### config.mk
export PLATFORM = sky130hd
export DESIGN_NAME = pc_branch_ctrl
export DESIGN_NICKNAME = d
export VERILOG_FILES = /design/src/rtl/pc_branch_ctrl.sv
export SDC_FILE = /design/constraint.sdc
export NUM_CORES = 1
export LEC_CHECK = 0
export CORE_UTILIZATION = 47
export CTS_CLUSTER_SIZE = 10
export DETAILED_ROUTE_END_ITERATION = 6
export PLACE_DENSITY_LB_ADDON = 0.2
export SETUP_SLACK_MARGIN = 0.1
export SLEW_MARGIN = 10
export SYNTH_ARGS = -nofsm -noshare
export SYNTH_HDL_FRONTEND = slang
export SYNTH_SLANG_ARGS = --single-unit
### constraint.sdc
create_clock -name clk -period 2.3 [get_ports clk]
set_input_delay 0.46 -clock clk [delete_from_list [all_inputs] [get_ports clk]]
set_output_delay 0.46 -clock clk [all_outputs]
set_load 0.03 [all_outputs]
### src/rtl/pc_branch_ctrl.sv
`default_nettype none
// ============================================================================
// Module      : pc_branch_ctrl
// Description : Program counter and branch-redirect stage. Resolves B/BR
//               branches in ID, retargets the PC, squashes wrong-path
//               instructions with a multi-cycle flush and freezes on HALT.
// Revision    : 1.0 - initial release
// ============================================================================
module pc_branch_ctrl #(
    parameter int PC_W      = 16,
    parameter int OFF_W     = 9,
    parameter int FLUSH_CYC = 1     // legal range 1..7
) (
    input  logic             clk,
    input  logic             rst,
    input  logic             stall,
    input  logic             branch,
    input  logic             branch_reg,
    input  logic             cond_true,
    input  logic             halt_id,
    input  logic [OFF_W-1:0] imm_off,
    input  logic [PC_W-1:0]  reg_target,
    input  logic [PC_W-1:0]  id_pc_plus2,
    output logic [PC_W-1:0]  pc,
    output logic [PC_W-1:0]  pc_plus2,
    output logic             flush,
    output logic             halted,
    output logic [15:0]      taken_cnt
);

    localparam logic [1:0]      c_st_run    = 2'd0;
    localparam logic [1:0]      c_st_flush  = 2'd1;
    localparam logic [1:0]      c_st_halt   = 2'd2;
    localparam logic [2:0]      c_flush_init = 3'(FLUSH_CYC);
    localparam logic [2:0]      c_flush_last = 3'd1;
    localparam logic [15:0]     c_cnt_max   = 16'hFFFF;
    localparam logic [PC_W-1:0] c_pc_step   = PC_W'(2);
    // Clears bit 0 so register targets are always instruction aligned.
    localparam logic [PC_W-1:0] c_align_mask = ~(PC_W'(1));

    logic [1:0]      r_state;
    logic [2:0]      r_flush_left;
    logic [PC_W-1:0] r_pc;
    logic [15:0]     r_taken_cnt;

    logic [PC_W-1:0] w_off_sext;
    logic [PC_W-1:0] w_off_bytes;
    logic [PC_W-1:0] w_b_target;
    logic [PC_W-1:0] w_br_target;
    logic [PC_W-1:0] w_target;
    logic            w_take;

    // Word offset is sign-extended then scaled to bytes; wraps modulo 2^PC_W.
    assign w_off_sext  = {{(PC_W-OFF_W){imm_off[OFF_W-1]}}, imm_off};
    assign w_off_bytes = {w_off_sext[PC_W-2:0], 1'b0};
    assign w_b_target  = id_pc_plus2 + w_off_bytes;
    assign w_br_target = reg_target & c_align_mask;

    // B wins over BR when both are decoded (illegal, but deterministic).
    assign w_target = branch ? w_b_target : w_br_target;

    // cond_true is masked by the branch decodes, so it never leaks in otherwise.
    assign w_take = (branch | branch_reg) & cond_true;

    assign pc        = r_pc;
    assign pc_plus2  = r_pc + c_pc_step;
    assign taken_cnt = r_taken_cnt;

    // Moore outputs decoded from the registered state only.
    assign flush  = (r_state == c_st_flush);
    assign halted = (r_state == c_st_halt);

    // PC, redirect FSM, flush countdown and taken-branch counter.
    always_ff @(posedge clk) begin
        if (rst) begin
            r_state      <= c_st_run;
            r_flush_left <= 3'd0;
            r_pc         <= '0;
            r_taken_cnt  <= 16'd0;
        end else begin
            case (r_state)
                c_st_run: begin
                    if (!stall) begin
                        if (halt_id) begin
                            // Halt outranks a simultaneous taken branch; pc holds.
                            r_state <= c_st_halt;
                        end else if (w_take) begin
                            r_pc         <= w_target;
                            r_state      <= c_st_flush;
                            r_flush_left <= c_flush_init;
                            if (r_taken_cnt != c_cnt_max) begin
                                r_taken_cnt <= r_taken_cnt + 16'd1;
                            end
                        end else begin
                            r_pc <= pc_plus2;
                        end
                    end
                end
                c_st_flush: begin
                    // ID holds a wrong-path instruction: its decodes are ignored.
                    if (!stall) begin
                        r_pc <= pc_plus2;
                        if (r_flush_left <= c_flush_last) begin
                            r_state <= c_st_run;
                        end else begin
                            r_flush_left <= r_flush_left - 3'd1;
                        end
                    end
                end
                c_st_halt: begin
                    // Frozen until reset.
                    r_state <= c_st_halt;
                end
                default: begin
                    r_state <= c_st_run;
                end
            endcase
        end
    end

endmodule
`default_nettype wire

# Word-level counts from Yosys, hierarchy flattened
# Index checks and enable logic that the tools add are counted.
# totals
ff_bits	37
output_inout_bits	50
wordCells	47
# op_classes
n_addsub	4
n_lt_le_gt_ge	1
eq_ne	10
mux	18
n_bitwise	4
n_reduce_logical	6
# ops
op	count
two-way mux 16 bit	5
case mux 16 bit (2 select lines)	1
adder 16 x 1 -> 16 bit (second input constant)	1
adder 16 bit	1
adder 16 x 2 -> 16 bit (second input constant)	1
inequality test 16 bit (second input constant)	1
two-way mux 3 bit	5
two-way mux 2 bit	5
inequality test 2 bit (second input constant)	5
AND reduction 4 bit	2
case mux 2 bit (3 select lines)	1
case mux 3 bit (2 select lines)	1
AND reduction 6 bit	1
AND reduction 5 bit	1
<= comparator 3 x 1 -> 1 bit (second input constant)	1
inequality test 3 bit (second input constant)	1
subtractor 3 x 1 -> 3 bit (second input constant)	1
equality test 2 x 1 -> 1 bit (second input constant)	1
equality test 2 bit (second input constant)	1
zero test 2 bit	1
inequality test 2 x 1 -> 1 bit (second input constant)	1
NOT 1 bit	2
nonzero test 2 bit	1
bitwise AND 1 bit	1
bitwise OR 1 bit	1

# Longest topological paths before layout
# Gate-level depths: netlist of the first run.
# logic_depth
depth_word	6
ltp_mapped	9

# Worst setup path before layout of the first run
# No wires, ideal clock.
# synth_path
kind	reg-to-output
startpoint	register r_pc[1], in the netlist pc[1]
endpoint	output pc_plus2[13]
t_arrival_ns	2.056
required_ns	1.840
setup_slack_ns	-0.216
path_stages_with_launch	5
path_cell_list	dfxtp_1 > ha_1 > nand3_2 > or4_4 > xnor2_1
# synth_via
elab_chain_cells	1
# synth_rtl
item	line_no	text
from (decl)	43	logic [PC_W-1:0] r_pc;
from (signal assigned)	88	r_pc <= w_target;
from (signal assigned)	95	r_pc <= pc_plus2;
from (signal assigned)	102	r_pc <= pc_plus2;
adder 16 x 2 -> 16 bit	66	assign pc_plus2 = r_pc + c_pc_step;
to (decl)	25	output logic [PC_W-1:0] pc_plus2,
# No other way between the ends.

# Worst setup path in the final report of the first run
# layout_path
startpoint	register r_pc[6], in the netlist pc[6]
endpoint	output pc_plus2[13]
# The elaborated chain is that of the path after synthesis.

==> flow_metrics.env, run 1 <==
export IMPL_ir_drop_v=0.000341
export IMPL_final_cells=612
export IMPL_crit_fanout=5
export IMPL_leakage_nw=1.95
export IMPL_synthCells=384
export IMPL_critPathArrivalTime_ns=1.75
export IMPL_whs_endpoint="taken_cnt[1]"
export IMPL_routed_wl_um=9510
export IMPL_place_congestion=0.894
export IMPL_pwr_share_comb=0.346
export IMPL_yosysWarnings=0
export IMPL_grt_pass1_wl_um=14300
export IMPL_grt_pass1_vias=3071
export IMPL_grt_overflow=0
export IMPL_syn_cell_area_um2=2940
export IMPL_final_layout_size_suffix_gt1_frac=0.253
export IMPL_firstDrtPassIters=5
export IMPL_root_buffer="clkbuf_8"
export IMPL_n_antenna_cell=0
export IMPL_nets=603
export IMPL_slew_headroom=0.571
export IMPL_synth_ff_type="dfxtp_1"
export IMPL_drt_iter0_drc=230
export IMPL_critPathKind="reg -> out"
export IMPL_startpoint="pc[6]"
export IMPL_min_period_over_period=0.959
export IMPL_dp_hpwl_um=6810
export IMPL_reg2reg_to="taken_cnt[15]"
export IMPL_routed_wire_length_per_instance_um=15.5
export IMPL_design_die_area_um2=6570
export IMPL_cts_tree="done"
export IMPL_p_per_area_nw_per_um2=441
export IMPL_hold_class="reg -> reg"
export IMPL_r2r_cells=6
export IMPL_coreArea_um2=5990
export IMPL_setup_worst_path_end_class="primary output"
export IMPL_reg2reg_from="taken_cnt[7]"
export IMPL_syn_area_per_cell_um2=7.65
export IMPL_ctsHtreeMaxLevel=2
export IMPL_whs_path_depth=2
export IMPL_io_pins=98
export IMPL_io_buffers=96
export IMPL_ant_nets=0
export IMPL_rrSetupSlack_ns=0.30
export IMPL_synth_edf_count=0
export IMPL_yosysSeqAreaShare=0.252
export IMPL_min_period_ns=2.21
export IMPL_yosysTopAreaCell="dfxtp_1"
export IMPL_slew_violations=0
export IMPL_post_route_util=0.792
export IMPL_finalSetupViolCount=0
export IMPL_grt_antenna_before_repair=0
export IMPL_vias_per_cell=5.76
export IMPL_tightest_slew_ns=0.640
export IMPL_crit_top_cell="buf_6"
export IMPL_drv_cap=0
export IMPL_worstSkewPairLatency_ns=0.29
export IMPL_numCtsBuffers=5
export IMPL_clock_path_buffers=2
export IMPL_fmax_mhz=453
export IMPL_synth_top_cell_area_share=0.252
export IMPL_path_clk_slew_ns=0.08
export IMPL_max_stage_delay_ns=0.56
export IMPL_die_width_um=81.0
export IMPL_hold_viol_final=0
export IMPL_vias=3525
export IMPL_synthTopCellsByArea="dfxtp_1 25%, ha_1 7.7%, a21oi_1 6.0%"
export IMPL_grt_setup_unrepaired="true"
export IMPL_clkPwrFrac=0.323
export IMPL_ctsHoldBuffers=0
export IMPL_p_int_mw=1.46
export IMPL_fillCellCount=425
export IMPL_dp_cells=595
export IMPL_p_switching_mw=0.637
export IMPL_globalRouteTotalUtil=0.284
export IMPL_drc_errors=0
export IMPL_required_ns=1.84
export IMPL_synthToLayoutAreaGrowth_pct=61.6
export IMPL_cp_slowest_cell="or4_4"
export IMPL_syn_nets=451
export IMPL_crit_chain="nand3_4 > buf_6 > or4_4 > xnor2_4 > buf_6"
export IMPL_async_reset_ff_frac=0
export IMPL_synthDistinctLibCells=58
export IMPL_initial_core_util=0.490
export IMPL_clock_sinks=37
export IMPL_ys_ff_latch=37
export IMPL_sequentialPowerShare=0.331
export IMPL_netSwitchingFraction=0.304
export IMPL_rows=28
export IMPL_cp_start_kind="flip-flop"
export IMPL_grt_max_degree=40
export IMPL_fin_skew_ns=0.00581
export IMPL_min_from="taken_cnt[1]"
export IMPL_status="finished, final reports clean"
export IMPL_dieHeight_um=81.0
state kept, by name (all words and copies together) (netlist names):
signal,count
r_flush_left,3
taken_cnt,16
r_state,2
pc,16
area by class of cell:
type                            instances  area [µm²]  area share
Clock inverter                          3        65.1      0.0137
Sequential cell                        37         763       0.161
Timing Repair Buffer                  159        1430       0.301
Tap cell                               75        93.8      0.0198
Clock buffer                            5        68.8      0.0145
Multi-Input combinational cell        316        2260       0.477
Inverter                               17        63.8      0.0134
metrics by stage:
step | worst slack, ns | TNS, ns | hold WS [ns] | instance area (µm²) | power (mW)
6_report | 0.0938 | 0 | 0.518 | 4740 | 2.09
5_1_grt | -0.00240 | -0.00240 | 0.539 | 4740 | 2.18
4_1_cts | 0.0818 | 0 | 0.516 | 4600 | 2.05
3_5_place_dp | -0.363 | -3.31 | 0.484 | 4360 | 1.37
3_3_place_gp | -0.304 | -2.60 | 0.475 | 4360 | 1.35
2_1_floorplan | 0.0888 | 0 | 0.489 | 2990 | 1.06
worst max-delay path, delay by kind of cell, from the launching register on:
family	cells	cell delay (ns)
AND/OR/NAND/NOR	2	0.64
flip-flops	1	0.39
buffers and inverters	2	0.27
XOR/XNOR	1	0.15
cell usage after synthesis (8+ instances only):
| cell | number |
|---|---|
| clkbuf_1 | 8 |
| a21oi_1 | 35 |
| xor2_1 | 13 |
| o21ai_0 | 24 |
| a211oi_1 | 9 |
| nor3_1 | 18 |
| nand3_1 | 18 |
| nor2_1 | 36 |
| nand2_1 | 27 |
| ha_1 | 18 |
| and3_1 | 9 |
| inv_1 | 17 |
| dfxtp_1 | 37 |
| xnor2_1 | 18 |
placed cells by master, fill, tap and decap left out, types with 4 or more instances in the layout:
cell type        instances
xor2_1                  12
ha_4                     5
dlymetal6s2s_1           4
nand2_1                 27
nor2b_1                  4
a211oi_1                 7
a21o_1                   4
nand3_1                 18
nor4_1                   4
mux2i_1                  6
xnor2_2                  4
dlygate4sd2_1            6
dfxtp_2                  6
or3_1                    6
buf_6                    7
nand4_1                  5
a21oi_1                 33
ha_1                    12
a31oi_1                  5
nor3_1                  16
nor2_2                   4
o21ai_0                 23
buf_4                   64
inv_1                   15
o211ai_1                 5
and3_1                   9
dfxtp_1                 27
dfxtp_4                  4
clkdlybuf4s50_1         73
o22ai_1                  4
xnor2_1                 13
clkbuf_8                 5
nor2_1                  33
power groups by stage:
stage	Combinational (mW)	Sequential [mW]	Clock, mW
floorplan	0.325	0.739	0
CTS	0.679	0.692	0.677
finish	0.724	0.694	0.676
global route	0.776	0.698	0.711
detailed placement	0.660	0.706	0
global placement	0.650	0.705	0
metal layers:
layer  global-route usage  wire length, µm
met1                0.383             4080
met2                0.471             4650
met3               0.0438              611
met4               0.0714              163
met5                    0                0
how the worst max path moves through the flow:
stage                              end  slack, ns  depth (start not counted)
after floorplan                 pc[10]       0.09                          6
after global placement          pc[11]      -0.30                         10
after detailed placement        pc[15]      -0.36                         10
after CTS                 pc_plus2[13]       0.08                          5
after global routing            pc[14]     -0.002                          7
final                     pc_plus2[13]       0.09                          5
kinds of logic after synthesis:
| kind of cell | after synthesis | share of synthesized area |
|---|---|---|
| XOR/XNOR | 31 | 0.0925 |
| multiplexers | 6 | 0.0205 |
| buffers and inverters | 31 | 0.0439 |
| AND/OR/NAND/NOR | 153 | 0.280 |
| adder cells (fa/ha/maj) | 19 | 0.0835 |
| AO/OA/AOI/OAI | 107 | 0.227 |
| flip-flops | 37 | 0.252 |
repair_timing:
item,in CTS,in global routing
pin swaps,12,18
gates resized for setup,37,34
setup endpoints to repair,17,18
setup buffers,4,5
Note: power is estimated with default switching activity, not from simulation.
==> run 2, diff against run 1 <==
==> constraint.sdc (replaced) <==
create_clock -name clk -period 2.35 [get_ports clk]
set_input_delay 0.47 -clock clk [delete_from_list [all_inputs] [get_ports clk]]
set_output_delay 0.47 -clock clk [all_outputs]
set_load 0.03 [all_outputs]
==> run 2 against run 1 <==
  * Sequential cell count unchanged
  * Largest power group unchanged
  * Largest cell class unchanged
  * Global-route usage rose by 0.47 points
  * Core utilization decreased by 1.4 points
  * Count of clock-buffer cells in the layout unchanged
  * Combinational power is 5.5% lower
  * First-iteration DRC count increased by 3.9%
  * Highest routed layer unchanged
==> flow_metrics.env, run 2 (synthesis gave the netlist of run 1 again) <==
export IMPL_hold_class="reg -> reg"
export IMPL_post_route_util=0.778
export IMPL_fmax_mhz=448
export IMPL_pre_cts_ws_ns=-0.328
export IMPL_final_area_um2=4660
export IMPL_grt_antenna_before_repair=0
export IMPL_design_die_area_um2=6570
export IMPL_fin_skew_ns=0.00705
export IMPL_firstDrtPassIters=5
export IMPL_critPathArrivalTime_ns=1.76
export IMPL_netSwitchingFraction=0.308
export IMPL_status="finished, final reports clean"
export IMPL_die_width_um=81.0
export IMPL_routed_wl_um=9510
export IMPL_final_common_cell="clkdlybuf4s50_1"
export IMPL_worst_slack_ns=0.120
export IMPL_pwr_share_comb=0.336
export IMPL_p_per_area_nw_per_um2=438
export IMPL_synthToLayoutAreaGrowth_pct=58.6
export IMPL_worstSkewPairLatency_ns=0.30
export IMPL_grt_max_degree=40
export IMPL_min_period_ns=2.23
export IMPL_placed_area_um2=4360
export IMPL_coreArea_um2=5990
export IMPL_drt_iter0_drc=239
export IMPL_sequentialPowerShare=0.333
export IMPL_cp_start_kind="flip-flop"
export IMPL_numCtsBuffers=5
export IMPL_slew_headroom=0.562
export IMPL_final_layout_size_suffix_gt1_frac=0.238
export IMPL_leakage_nw=1.91
export IMPL_io_buffers=96
export IMPL_critPathKind="reg -> out"
export IMPL_routed_wire_length_per_instance_um=15.5
export IMPL_p_int_mw=1.41
export IMPL_required_ns=1.88
export IMPL_tightest_slew_ns=0.654
export IMPL_initial_core_util=0.490
export IMPL_slew_violations=0
export IMPL_ir_drop_v=0.000383
export IMPL_root_buffer="clkbuf_8"
export IMPL_power_total_mw=2.04
export IMPL_ctsHoldBuffers=0
export IMPL_io_pins=98
export IMPL_hold_viol_final=0
export IMPL_layout_common_cells="76 x clkdlybuf4s50_1, 69 x buf_4, 35 x nor2_1"
export IMPL_fillCellCount=423
export IMPL_drv_cap=0
export IMPL_rows=28
export IMPL_nets=603
export IMPL_ctsHtreeMaxLevel=2
export IMPL_p_switching_mw=0.629
export IMPL_grt_pass1_wl_um=14600
export IMPL_vias=3575
export IMPL_ant_nets=0
export IMPL_vias_per_cell=5.84
export IMPL_n_antenna_cell=0
export IMPL_place_congestion=0.909
export IMPL_dieHeight_um=81.0
export IMPL_grt_pass1_vias=3257
export IMPL_crit_fanout=7
export IMPL_drc_errors=0
export IMPL_cts_tree="done"
export IMPL_globalRouteTotalUtil=0.289
export IMPL_timing_hold_ws_ns=0.506
export IMPL_clock_sinks=37
export IMPL_grt_overflow=0
export IMPL_path_clk_slew_ns=0.08
export IMPL_finalSetupViolCount=0
export IMPL_clkPwrFrac=0.331
export IMPL_grt_setup_unrepaired="true"
export IMPL_clock_path_buffers=2
export IMPL_dp_hpwl_um=6960
export IMPL_min_period_over_period=0.949
export IMPL_setup_worst_path_end_class="primary output"
run 2: metal layers:
metal / vias up / share of wire / track usage / routed length, µm
li1: 1710 / - / - / -
met1: 1665 / 0.41 / 0.363 / 3940
met2: 178 / 0.49 / 0.489 / 4630
met3: 22 / 0.077 / 0.0427 / 729
met4: 0 / 0.022 / 0.120 / 208
met5: - / 0 / 0 / 0
run 2: power by group through the flow:
stage	Sequential, mW	Clock [mW]	Combinational (mW)
global route	0.682	0.700	0.734
CTS	0.678	0.673	0.661
detailed placement	0.692	0	0.648
finish	0.679	0.675	0.684
floorplan	0.722	0	0.317
global placement	0.691	0	0.637
run 2: metrics by stage:
step,instances,setup TNS (ns)
after global routing,612,0
after floorplan,384,0
after CTS,609,0
final,612,0
after detailed placement,597,-2.60
after global placement,597,-2.09
run 2: cell type report:
type | instances | area [µm²] | share of cell area
multi-input cells | 316 | 2190 | 0.469
repair buffers | 159 | 1420 | 0.304
flip-flops and latches | 37 | 763 | 0.164
well taps | 75 | 93.8 | 0.0201
clock buffers | 5 | 68.8 | 0.0148
clock inverters | 3 | 65.1 | 0.0140
inverters | 17 | 63.8 | 0.0137
run 2: critical path, cell delays in order (launching register included):
cell     delay [ns]
dfxtp_4        0.41
nand4_1        0.19
nor2_2         0.19
buf_4          0.14
nand3_1        0.10
xnor2_1        0.22
buf_4          0.20
run 2: what timing repair did:
action,in CTS,in global routing
pin swaps,13,4
gates resized for setup,33,21
setup endpoints to repair,20,14
buffers inserted,4,3
run 2: worst paths after layout:
kind | slack, ns | cells past startpoint | end | startpoint
worst max-delay path | 0.12 | 6 | pc_plus2[10] | pc[4]
worst min-delay path | 0.51 | 2 | taken_cnt[12] | taken_cnt[12]
worst max register to register | 0.25 | 9 | pc[13] | pc[7]
worst min register to register | 0.51 | 2 | taken_cnt[12] | taken_cnt[12]
